$ cat config.mk
export PLATFORM = sky130hd
export DESIGN_NAME = fifo_wr_arbiter
export DESIGN_NICKNAME = d
export VERILOG_FILES = /design/src/rtl/fifo_wr_arbiter.sv
export SDC_FILE = /design/constraint.sdc
export NUM_CORES = 1
export LEC_CHECK = 0
export ABC_AREA = 0
export BUFFER_PORTS_ARGS = -buffer_cell sky130_fd_sc_hd__clkbuf_2
export CAP_MARGIN = 40
export CORE_MARGIN = 3
export CORE_UTILIZATION = 49
export DETAILED_ROUTE_END_ITERATION = 8
export GPL_ROUTABILITY_DRIVEN = 0
export PLACE_DENSITY_LB_ADDON = 0.05
export SYNTH_ARGS = -nofsm -noshare
export SYNTH_HDL_FRONTEND = slang
export SYNTH_SLANG_ARGS = --single-unit
$ cat constraint.sdc
create_clock -name clk_w -period 3.1 [get_ports clk_w]
set_input_delay 0.775 -clock clk_w [delete_from_list [all_inputs] [get_ports clk_w]]
set_output_delay 0.775 -clock clk_w [all_outputs]
set_load 0.1 [all_outputs]
$ cat src/rtl/fifo_wr_arbiter.sv
// fifo_wr_arbiter
//   Round-robin write arbiter in front of the write side of a 64x8 async FIFO.
//   Four requesters offer 8-bit beats. The winner owns the FIFO until the last
//   beat of its packet or until BURST_MAX beats have been written, whichever
//   comes first. The round-robin pointer then moves past the finished owner.
//   Every arbitration spends exactly one IDLE cycle, and no beat moves in it.
//   Optional build macro FIFO_WR_ARB_STATS_EN adds stat_beats0..stat_beats3.
//   These are saturating 16-bit per-requester beat counters.
module fifo_wr_arbiter #(
  parameter int unsigned BURST_MAX = 8
) (
  input  logic        clk_w,
  input  logic        reset_n,
  input  logic [3:0]  req_valid,
  input  logic [31:0] req_data,
  input  logic [3:0]  req_last,
  output logic [3:0]  req_ready,
  input  logic        fifo_full,
  output logic        fifo_wr_en,
  output logic [7:0]  fifo_data_w,
  output logic [3:0]  grant,
  output logic        busy
`ifdef FIFO_WR_ARB_STATS_EN
  ,
  output logic [15:0] stat_beats0,
  output logic [15:0] stat_beats1,
  output logic [15:0] stat_beats2,
  output logic [15:0] stat_beats3
`endif
);

  typedef enum logic [0:0] {
    ST_IDLE  = 1'b0,
    ST_BURST = 1'b1
  } state_t;

  // Burst limit in the counter's own width so the end-of-burst compare is exact.
  localparam logic [6:0] BURST_MAX_C = 7'(BURST_MAX);

  state_t      state_r;
  state_t      state_nxt_s;
  logic [1:0]  owner_r;
  logic [1:0]  owner_nxt_s;
  logic [1:0]  rr_ptr_r;
  logic [6:0]  count_r;
  logic [3:0]  grant_r;
  logic        busy_r;
  logic        beat_s;
  logic        burst_end_s;
  logic [3:0]  ready_s;
  logic [7:0]  data_s;

  // First valid requester at or above ptr, wrapping past 3 back to 0.
  function automatic logic [1:0] rr_pick(input logic [3:0] valid, input logic [1:0] ptr);
    logic [1:0] idx_v;
    logic [1:0] pick_v;
    pick_v = ptr;
    // Walk from the farthest candidate down so the nearest valid one wins.
    for (int k = 3; k >= 0; k--) begin
      idx_v = ptr + 2'(k);
      if (valid[idx_v]) begin
        pick_v = idx_v;
      end else begin
        pick_v = pick_v;
      end
    end
    return pick_v;
  endfunction

  // One-hot decode of a requester index.
  function automatic logic [3:0] onehot4(input logic [1:0] idx);
    return 4'b0001 << idx;
  endfunction

  // Next-state selection plus the combinational write-side handshake.
  always_comb begin
    state_nxt_s = state_r;
    owner_nxt_s = owner_r;
    beat_s      = 1'b0;
    burst_end_s = 1'b0;
    ready_s     = 4'b0000;
    data_s      = 8'h00;
    case (state_r)
      ST_IDLE: begin
        if (|req_valid) begin
          state_nxt_s = ST_BURST;
          owner_nxt_s = rr_pick(req_valid, rr_ptr_r);
        end else begin
          state_nxt_s = ST_IDLE;
        end
      end
      ST_BURST: begin
        ready_s = fifo_full ? 4'b0000 : onehot4(owner_r);
        data_s  = req_data[{owner_r, 3'b000} +: 8];
        beat_s  = req_valid[owner_r] & ~fifo_full;
        // Last beat and limit beat may coincide; either way the burst ends once.
        if (beat_s && (req_last[owner_r] || ((count_r + 7'd1) == BURST_MAX_C))) begin
          burst_end_s = 1'b1;
          state_nxt_s = ST_IDLE;
        end else begin
          burst_end_s = 1'b0;
          state_nxt_s = ST_BURST;
        end
      end
      default: begin
        state_nxt_s = ST_IDLE;
        owner_nxt_s = 2'd0;
      end
    endcase
  end

  assign req_ready   = ready_s;
  assign fifo_wr_en  = beat_s;
  assign fifo_data_w = data_s;
  assign grant       = grant_r;
  assign busy        = busy_r;

  // FSM state, owner, round-robin pointer, beat count and registered grant/busy.
  always_ff @(posedge clk_w or negedge reset_n) begin
    if (!reset_n) begin
      state_r  <= ST_IDLE;
      owner_r  <= 2'd0;
      rr_ptr_r <= 2'd0;
      count_r  <= 7'd0;
      grant_r  <= 4'b0000;
      busy_r   <= 1'b0;
    end else begin
      state_r <= state_nxt_s;
      owner_r <= owner_nxt_s;
      if ((state_r == ST_IDLE) && (state_nxt_s == ST_BURST)) begin
        count_r <= 7'd0;
      end else if (beat_s) begin
        count_r <= count_r + 7'd1;
      end else begin
        count_r <= count_r;
      end
      if (burst_end_s) begin
        rr_ptr_r <= owner_r + 2'd1;
      end else begin
        rr_ptr_r <= rr_ptr_r;
      end
      grant_r <= (state_nxt_s == ST_BURST) ? onehot4(owner_nxt_s) : 4'b0000;
      busy_r  <= (state_nxt_s == ST_BURST);
    end
  end

`ifdef FIFO_WR_ARB_STATS_EN
  // Increment that sticks at all-ones instead of wrapping.
  function automatic logic [15:0] sat_inc16(input logic [15:0] val);
    return (val == 16'hFFFF) ? 16'hFFFF : (val + 16'd1);
  endfunction

  logic [15:0] stat_r [4];

  // Per-requester saturating count of beats written to the FIFO.
  always_ff @(posedge clk_w or negedge reset_n) begin
    if (!reset_n) begin
      for (int i = 0; i < 4; i++) begin
        stat_r[i] <= 16'h0000;
      end
    end else begin
      for (int i = 0; i < 4; i++) begin
        if (beat_s && (owner_r == 2'(i))) begin
          stat_r[i] <= sat_inc16(stat_r[i]);
        end else begin
          stat_r[i] <= stat_r[i];
        end
      end
    end
  end

  assign stat_beats0 = stat_r[0];
  assign stat_beats1 = stat_r[1];
  assign stat_beats2 = stat_r[2];
  assign stat_beats3 = stat_r[3];
`endif

endmodule

==> reports/metrics.yaml, run 1 <==
setup_path:
  worstPathMaxFanout: 11
  cp-start-kind: "register"
  end_kind: "primary output"
  cp.arrival_ns: 2.14
  required_ns: 2.32
  critPathKind: "register to primary output"
synthesis:
  yosysWarnings: 0
  synth_top_area_cell: "dfrtp_1"
  syn_avg_cell_area_um2: 10.3
  yosysUniqueCellTypes: 40
  yosysTopAreaCellShare: 0.331
  syn-cell-area_mm2: 0.00121
  ys_seq_elements: 16
  syn_inst: 117
  synth.yosys.seq_area_share: 0.331
  synthTopCellsByArea: "dfrtp_1, mux4_2, and2_1"
  syn-num-nets: 165
routing:
  routedWlPerCell_um: 15.7
  via_count: 1149
  drt_pre_antenna_iters: 5
  wirelength_um: 3270
  ant_nets: 0
  drc: 0
  drt_first_iter_violations: 21
  avgViaCountPerCell: 5.52
timing:
  fin_worst_skew_ns: 0.0117
  post-route-period-util: 0.942
  final-setup-viol-count: 0
  rsz0062_at_grt: "no"
  finalCriticalPeriod_ns: 2.92
  hold_viol: 0
  relSlewSlack: 0.593
  max_freq_ghz: 0.342
  slew_viol_final: 0
  tightest_slew_ns: 0.611
  fin_tns_setup_ns: 0
run:
  maxCapViolations: 0
finish:
  final_util: 0.694
  syn_to_final_growth_pct: 30.6
  layout.nets: 229
  multiInputGateArea_um2: 763
  regArea_um2: 400
  num_antenna_cells: 0
  n_fill_cell: 196
  drive_gt1_frac: 0.472
grt:
  grt_max_degree: 17
  grt_util_all_layers: 0.217
  grt_overflow: 0
  antenna_found_initial: 0
  grt_pass1_vias: 1176
  grt_first_pass_wirelength_um: 5430
worst_hold_path:
  worst_hold_path_type: "input port to async pin"
floorplanning:
  core-area_mm2: 0.00228
  start_util: 0.532
  dieArea_mm2: 0.00310
  dieHeight_um: 55.7
  rows: 17
  ios: 61
  die_w_um: 55.7
clocking:
  clkTransAtPathRegs_ns: 0.10
  clock_path_buffers: 2
  cts_setup_buffers: 0
  insertion_delay_ns: 0.29
  ctsResizeCount: 0
  clock-sinks: 16
  cts_root_buf: "clkbuf_4"
  cts_tree: "done"
  htreeDepth: 1
  hold_buffers: 0
  cts_buffers: 3
placement:
  dp_hpwl_um: 2690
  numPortBuffers: 60
outcome:
  outcome: "finished, final reports clean"
==> cell type report <==
cell class / instances / area share
Multi-Input combinational cell: 91 / 0.483
Clock buffer: 4 / 0.0230
Sequential cell: 16 / 0.253
Inverter: 6 / 0.0143
Timing Repair Buffer: 63 / 0.204
Tap cell: 28 / 0.0222
==> cells in the mapped netlist, drive strengths merged <==
library cell and n:
clkbuf 1, inv 6, nor3 1, a41oi 1, o41ai 1, or2b 1
nor4 1, mux2 1, buf 3, nor3b 2, o21ai 12, mux4 10
a21oi 2, ha 5, nand4bb 1, nor2b 5, dfrtp 16, a2bb2oi 1
or2 1, mux2i 1, and3b 1, o31ai 3, a31oi 1, o32ai 1
o22ai 1, and2 14, nand3 2, o2111ai 1, nor2 8, and3 2
nand2 10, a22o 1
==> metal layers <==
layer / up-vias / GRT usage / part of all wire
met5: - / 0 / 0
met4: 0 / 0.0417 / 0.0064
met3: 4 / 0.0626 / 0.059
met2: 40 / 0.382 / 0.54
met1: 544 / 0.264 / 0.39
li1: 561 / - / -
==> cell usage in the layout (no fill, tap or decap), types with 3 or more instances in the layout <==
master | Yosys | layout
nor2b_1 | 5 | 5
inv_1 | 5 | 5
clkbuf_4 | 0 | 3
o21ai_0 | 7 | 7
dfrtp_1 | 16 | 16
buf_4 | 0 | 3
nand2_1 | 9 | 9
and2_1 | 14 | 14
clkbuf_2 | 0 | 60
nor2_1 | 6 | 6
o31ai_1 | 3 | 3
mux4_2 | 10 | 10
ha_1 | 5 | 5
o21ai_1 | 4 | 4
==> worst max-delay path, stage by stage, from the launching register on <==
cell and delay (ns):
dfrtp_1 0.74, mux4_2 0.59, and2_1 0.17, clkbuf_2 0.36
==> cells by family after synthesis <==
family,after synthesis,share of synthesized area
and+or+nand+nor,49,0.233
AOI/OAI and AO/OA,25,0.140
buffers and inverters,10,0.0383
adders and majority gates,5,0.0517
DFF,16,0.331
muxes,12,0.207
==> per-stage QoR <==
stage | setup WS [ns] | hold slack (ns) | instance area, um^2 | instances
floorplan | 0.293 | 0.455 | 1210 | 117
global placement | 0.408 | 0.480 | 1540 | 204
detailed placement | 0.393 | 0.486 | 1540 | 204
CTS | 0.142 | 0.400 | 1580 | 208
global route | 0.0476 | 0.400 | 1580 | 208
finish | 0.180 | 0.384 | 1580 | 208
==> worst paths after layout <==
path / to / startpoint / cells after the start / slack (ns)
max: fifo_data_w[3] / owner_r[0] / 3 / 0.18
min: count_r[5] / reset_n / 1 / 0.38
max reg2reg: rr_ptr_r[1] / owner_r[0] / 5 / 0.84
min reg2reg: count_r[6] / count_r[6] / 1 / 0.50
max in group asynchronous: owner_r[1] / reset_n / 1 / 2.42
min in group clk_w: count_r[6] / count_r[6] / 1 / 0.50
==> flip-flops by register name, summed over array words and instances (netlist names) <==
register,count
count_r,7
grant,4
owner_r,2
rr_ptr_r,2
busy,1
Power of run 1 is left out: the tool's default activity adds up to more than one toggle a clock period on the data nets, which glitch-free logic cannot reach.
==> inputs of run 2 (changes only) <==
- CORE_UTILIZATION: 49 -> 41
- clock period: 3.1 -> 2.4 ns (I/O delays scaled with it)
==> reports/metrics.yaml, run 2 (synthesized netlist as in run 1, its figures left out) <==
clocking:
  clock_path_buffers: 2
  insertion_delay_ns: 0.28
  cts_tree: "done"
  cts_buffers: 3
  ctsResizeCount: 0
  cts_root_buf: "clkbuf_4"
  clkTransAtPathRegs_ns: 0.09
  clock-sinks: 16
  cts_setup_buffers: 0
  hold_buffers: 0
  htreeDepth: 1
floorplanning:
  die_w_um: 60.3
  dieArea_mm2: 0.00364
  core-area_mm2: 0.00278
  ios: 61
  dieHeight_um: 60.3
  rows: 19
  start_util: 0.435
grt:
  grt_util_all_layers: 0.177
  grt_first_pass_wirelength_um: 4730
  grt_pass1_vias: 1038
  grt_max_degree: 17
  antenna_found_initial: 0
  grt_overflow: 0
setup_path:
  cp-start-kind: "register"
  cp.arrival_ns: 1.72
  r2r-start: "owner_r[0]"
  required_ns: 1.80
  critPathKind: "register to primary output"
  startpoint: "owner_r[0]"
  worstPathMaxFanout: 14
  r2r_slack_ns: 0.60
  end_kind: "primary output"
pwr:
  p_sw_frac: 0.561
  ir_worst_vdd_v: 0.00112
  finalPower_mw: 2.91
  p_clk_frac: 0.060
  p_int_mw: 1.28
  seqPwrFrac: 0.153
  leakagePower_nw: 0.852
  pwr_density_cell_mw_per_mm2: 1610
  p_comb_frac: 0.787
  netSwitchingPower_mw: 1.63
finish:
  num_antenna_cells: 0
  final_util: 0.649
  layout_commonest_cell: "clkbuf_2"
  layout.nets: 229
  drive_gt1_frac: 0.544
  largest_register_ffs: 7
  largest_register: "count_r"
  layout_common_cells: "clkbuf_2, dfrtp_1, buf_12, and2_2, mux4_2"
  syn_to_final_growth_pct: 49.1
placement:
  dp_hpwl_um: 2550
  numPortBuffers: 60
timing:
  tightest_slew_ns: 0.542
  slew_viol_final: 0
  finalCriticalPeriod_ns: 2.32
  fin_worst_skew_ns: 0.00645
  post-route-period-util: 0.966
  hold_viol: 0
  relSlewSlack: 0.640
  rsz0062_at_grt: "no"
  fin_tns_setup_ns: 0
  final-setup-viol-count: 0
  max_freq_ghz: 0.431
routing:
  routedWlPerCell_um: 14.6
  drc: 0
  avgViaCountPerCell: 5.45
  drt_pre_antenna_iters: 4
  via_count: 1149
  wirelength_um: 3090
  drt_first_iter_violations: 30
  ant_nets: 0
outcome:
  outcome: "finished, final reports clean"
worst_hold_path:
  worst_hold_path_type: "input port to async pin"
run:
  maxCapViolations: 0
run 2: area by class of cell:
type	count	area (um^2)
Clock buffer	4	36.3
Fill cell	218	977
Inverter	6	22.5
Multi-Input combinational cell	91	781
Sequential cell	16	400
Tap cell	31	38.8
Timing Repair Buffer	63	526
run 2: final timing paths:
path | endpoint | depth (start not counted)
setup / recovery | fifo_data_w[3] | 4
hold / removal | count_r[3] | 1
setup reg to reg | rr_ptr_r[1] | 5
hold reg to reg | count_r[6] | 1
max in group asynchronous | owner_r[0] | 1
min in group clk_w | count_r[6] | 1
run 2: per-layer routing:
layer	part of all wire	global-route usage	vias to the layer above	routed length [um]
met2	0.56	0.316	43	1720
met4	0.0074	0.0475	0	23
met5	0	0	-	0
li1	-	-	560	-
met3	0.067	0.0454	2	207
met1	0.37	0.208	544	1140
run 2: stage by stage:
stage	hold WS, ns	cell area, um^2	worst slack, ns	std cells
2_1_floorplan	0.304	1220	0.0347	117
3_3_place_gp	0.489	1760	0.237	207
3_5_place_dp	0.497	1760	0.224	207
4_1_cts	0.231	1790	0.00359	211
5_1_grt	0.235	1800	0.00560	211
6_report	0.217	1800	0.0810	211
run 2: worst max-delay path: stages, from the launching register on:
cell and delay (ns):
dfrtp_1 0.36, buf_8 0.18, mux4_2 0.51, and2_2 0.22, buf_12 0.16
run 2: power by group through the flow:
stage	Combinational [mW]	Sequential [mW]	Clock (mW)
after detailed placement	2.29	0.449	0
after global routing	2.40	0.462	0.189
final	2.29	0.445	0.175
after floorplan	1.38	0.657	0
after global placement	2.26	0.441	0
after CTS	2.29	0.442	0.179
(Power assumes the default switching activity.)
==> inputs of run 3 (changes only) <==
- PLACE_DENSITY_LB_ADDON: 0.05 -> 0.08
==> reports/metrics.yaml, run 3 (synthesized netlist as in run 1, its figures left out) <==
clocking:
  cts_tree: "done"
  htreeDepth: 1
  clock_path_buffers: 2
  cts_root_buf: "clkbuf_4"
  insertion_delay_ns: 0.29
  cts_buffers: 3
  clock-sinks: 16
  clkTransAtPathRegs_ns: 0.10
  hold_buffers: 0
timing:
  tightest_slew_ns: 0.539
  hold_slack_ns: 0.215
  fin_tns_setup_ns: 0
  max_freq_ghz: 0.427
  fin_worst_skew_ns: 0.00276
  finalCriticalPeriod_ns: 2.34
  rsz0062_at_grt: "no"
  slew_viol_final: 0
  hold_viol: 0
  final-setup-viol-count: 0
  fin_ws_ns: 0.0571
  relSlewSlack: 0.642
  post-route-period-util: 0.976
finish:
  largest_register: "count_r"
  layout_commonest_cell: "clkbuf_2"
  layout_common_cells: "clkbuf_2, dfrtp_1, buf_12, mux4_2, and2_2"
  final_area_mm2: 0.00185
  final_util: 0.665
  largest_register_ffs: 7
  n_fill_cell: 239
  drive_gt1_frac: 0.552
  num_antenna_cells: 0
  layout.nets: 232
  syn_to_final_growth_pct: 52.9
  final_cells: 214
floorplanning:
  ios: 61
  core-area_mm2: 0.00278
  die_w_um: 60.3
  start_util: 0.435
  dieHeight_um: 60.3
  rows: 19
  dieArea_mm2: 0.00364
setup_path:
  critPathKind: "register to primary output"
  worstPathCellList: "clkbuf_16, mux4_2, and2_2, buf_12"
  max_stage_delay_ns: 0.48
  end_kind: "primary output"
  worstPathMaxFanout: 6
  required_ns: 1.80
  cp.arrival_ns: 1.74
  startpoint: "owner_r[0]"
  cpMaxStageDelayCell: "mux4_2"
  cp-start-kind: "register"
  path_buf_inv: 2
  critPathTopFamily: "multiplexers"
  r2r-start: "owner_r[0]"
grt:
  grt_first_pass_wirelength_um: 5040
  antenna_found_initial: 0
  grt_util_all_layers: 0.181
  grt_overflow: 0
  grt_pass1_vias: 1128
  grt_max_degree: 17
placement:
  dp_hpwl_um: 2580
  numPortBuffers: 60
  dp_cells: 208
  dpl_worst_slack_ns: 0.233
  detailed_place.area_mm2: 0.00177
routing:
  routedWlPerCell_um: 14.9
  wirelength_um: 3200
  avgViaCountPerCell: 5.39
  via_count: 1154
  ant_nets: 0
  drt_first_iter_violations: 49
  drt_pre_antenna_iters: 4
  drc: 0
pwr:
  ir_worst_vdd_v: 0.00169
  finalPower_mw: 3.01
  leakagePower_nw: 0.875
  pwr_density_cell_mw_per_mm2: 1630
worst_hold_path:
  worst_hold_path_type: "input port to async pin"
run:
  maxCapViolations: 0
outcome:
  outcome: "finished, final reports clean"
[run 3: cell types whose count changed in the layout (fill, tap and decap cells not counted), sizes merged]
cell	previous run	this run
buf	16	18
clkbuf	51	52
[run 3: path summary, 6_finish.rpt]
check	endpoint	slack, ns	cells past startpoint
hold / removal	grant[1]	0.21	1
setup reg to reg	rr_ptr_r[1]	0.48	6
max in group asynchronous	owner_r[0]	1.88	1
hold reg to reg	count_r[6]	0.51	1
min in group clk_w	count_r[6]	0.51	1
setup / recovery	fifo_data_w[0]	0.06	4
[run 3: worst reg2reg max path: cells and delay by family (launching register included)]
family / cells / cell delay [ns]
AOI/OAI and AO/OA: 1 / 0.24
buffers and inverters: 2 / 0.27
DFF: 1 / 0.43
muxes: 2 / 0.79
and+or+nand+nor: 1 / 0.09
[run 3: where the power goes]
part	internal, mW	switching, mW	total [mW]
Combinational	0.901	1.49	2.39
Clock	0.0925	0.0924	0.185
Sequential	0.358	0.0806	0.439
[run 3: layout make-up]
class	instances	area (um^2)	share of cell area
tap	31	38.8	0.0210
clock buffer	4	36.3	0.0196
sequential	16	402	0.217
timing repair buffer	66	571	0.308
multi-input combinational	91	781	0.422
inverter	6	22.5	0.0122
[run 3: what timing repair did]
item                       in CTS  in global routing
pin swaps                       0                  0
setup endpoints to repair       8                  8
gates resized for setup         1                  5
cloned                          0                  1
setup buffers                   0                  1
[run 3: routing by layer]
metal  GRT usage  part of all wire
met1       0.224              0.39
met2       0.327              0.57
met3      0.0389             0.030
met4      0.0285            0.0041
met5           0                 0
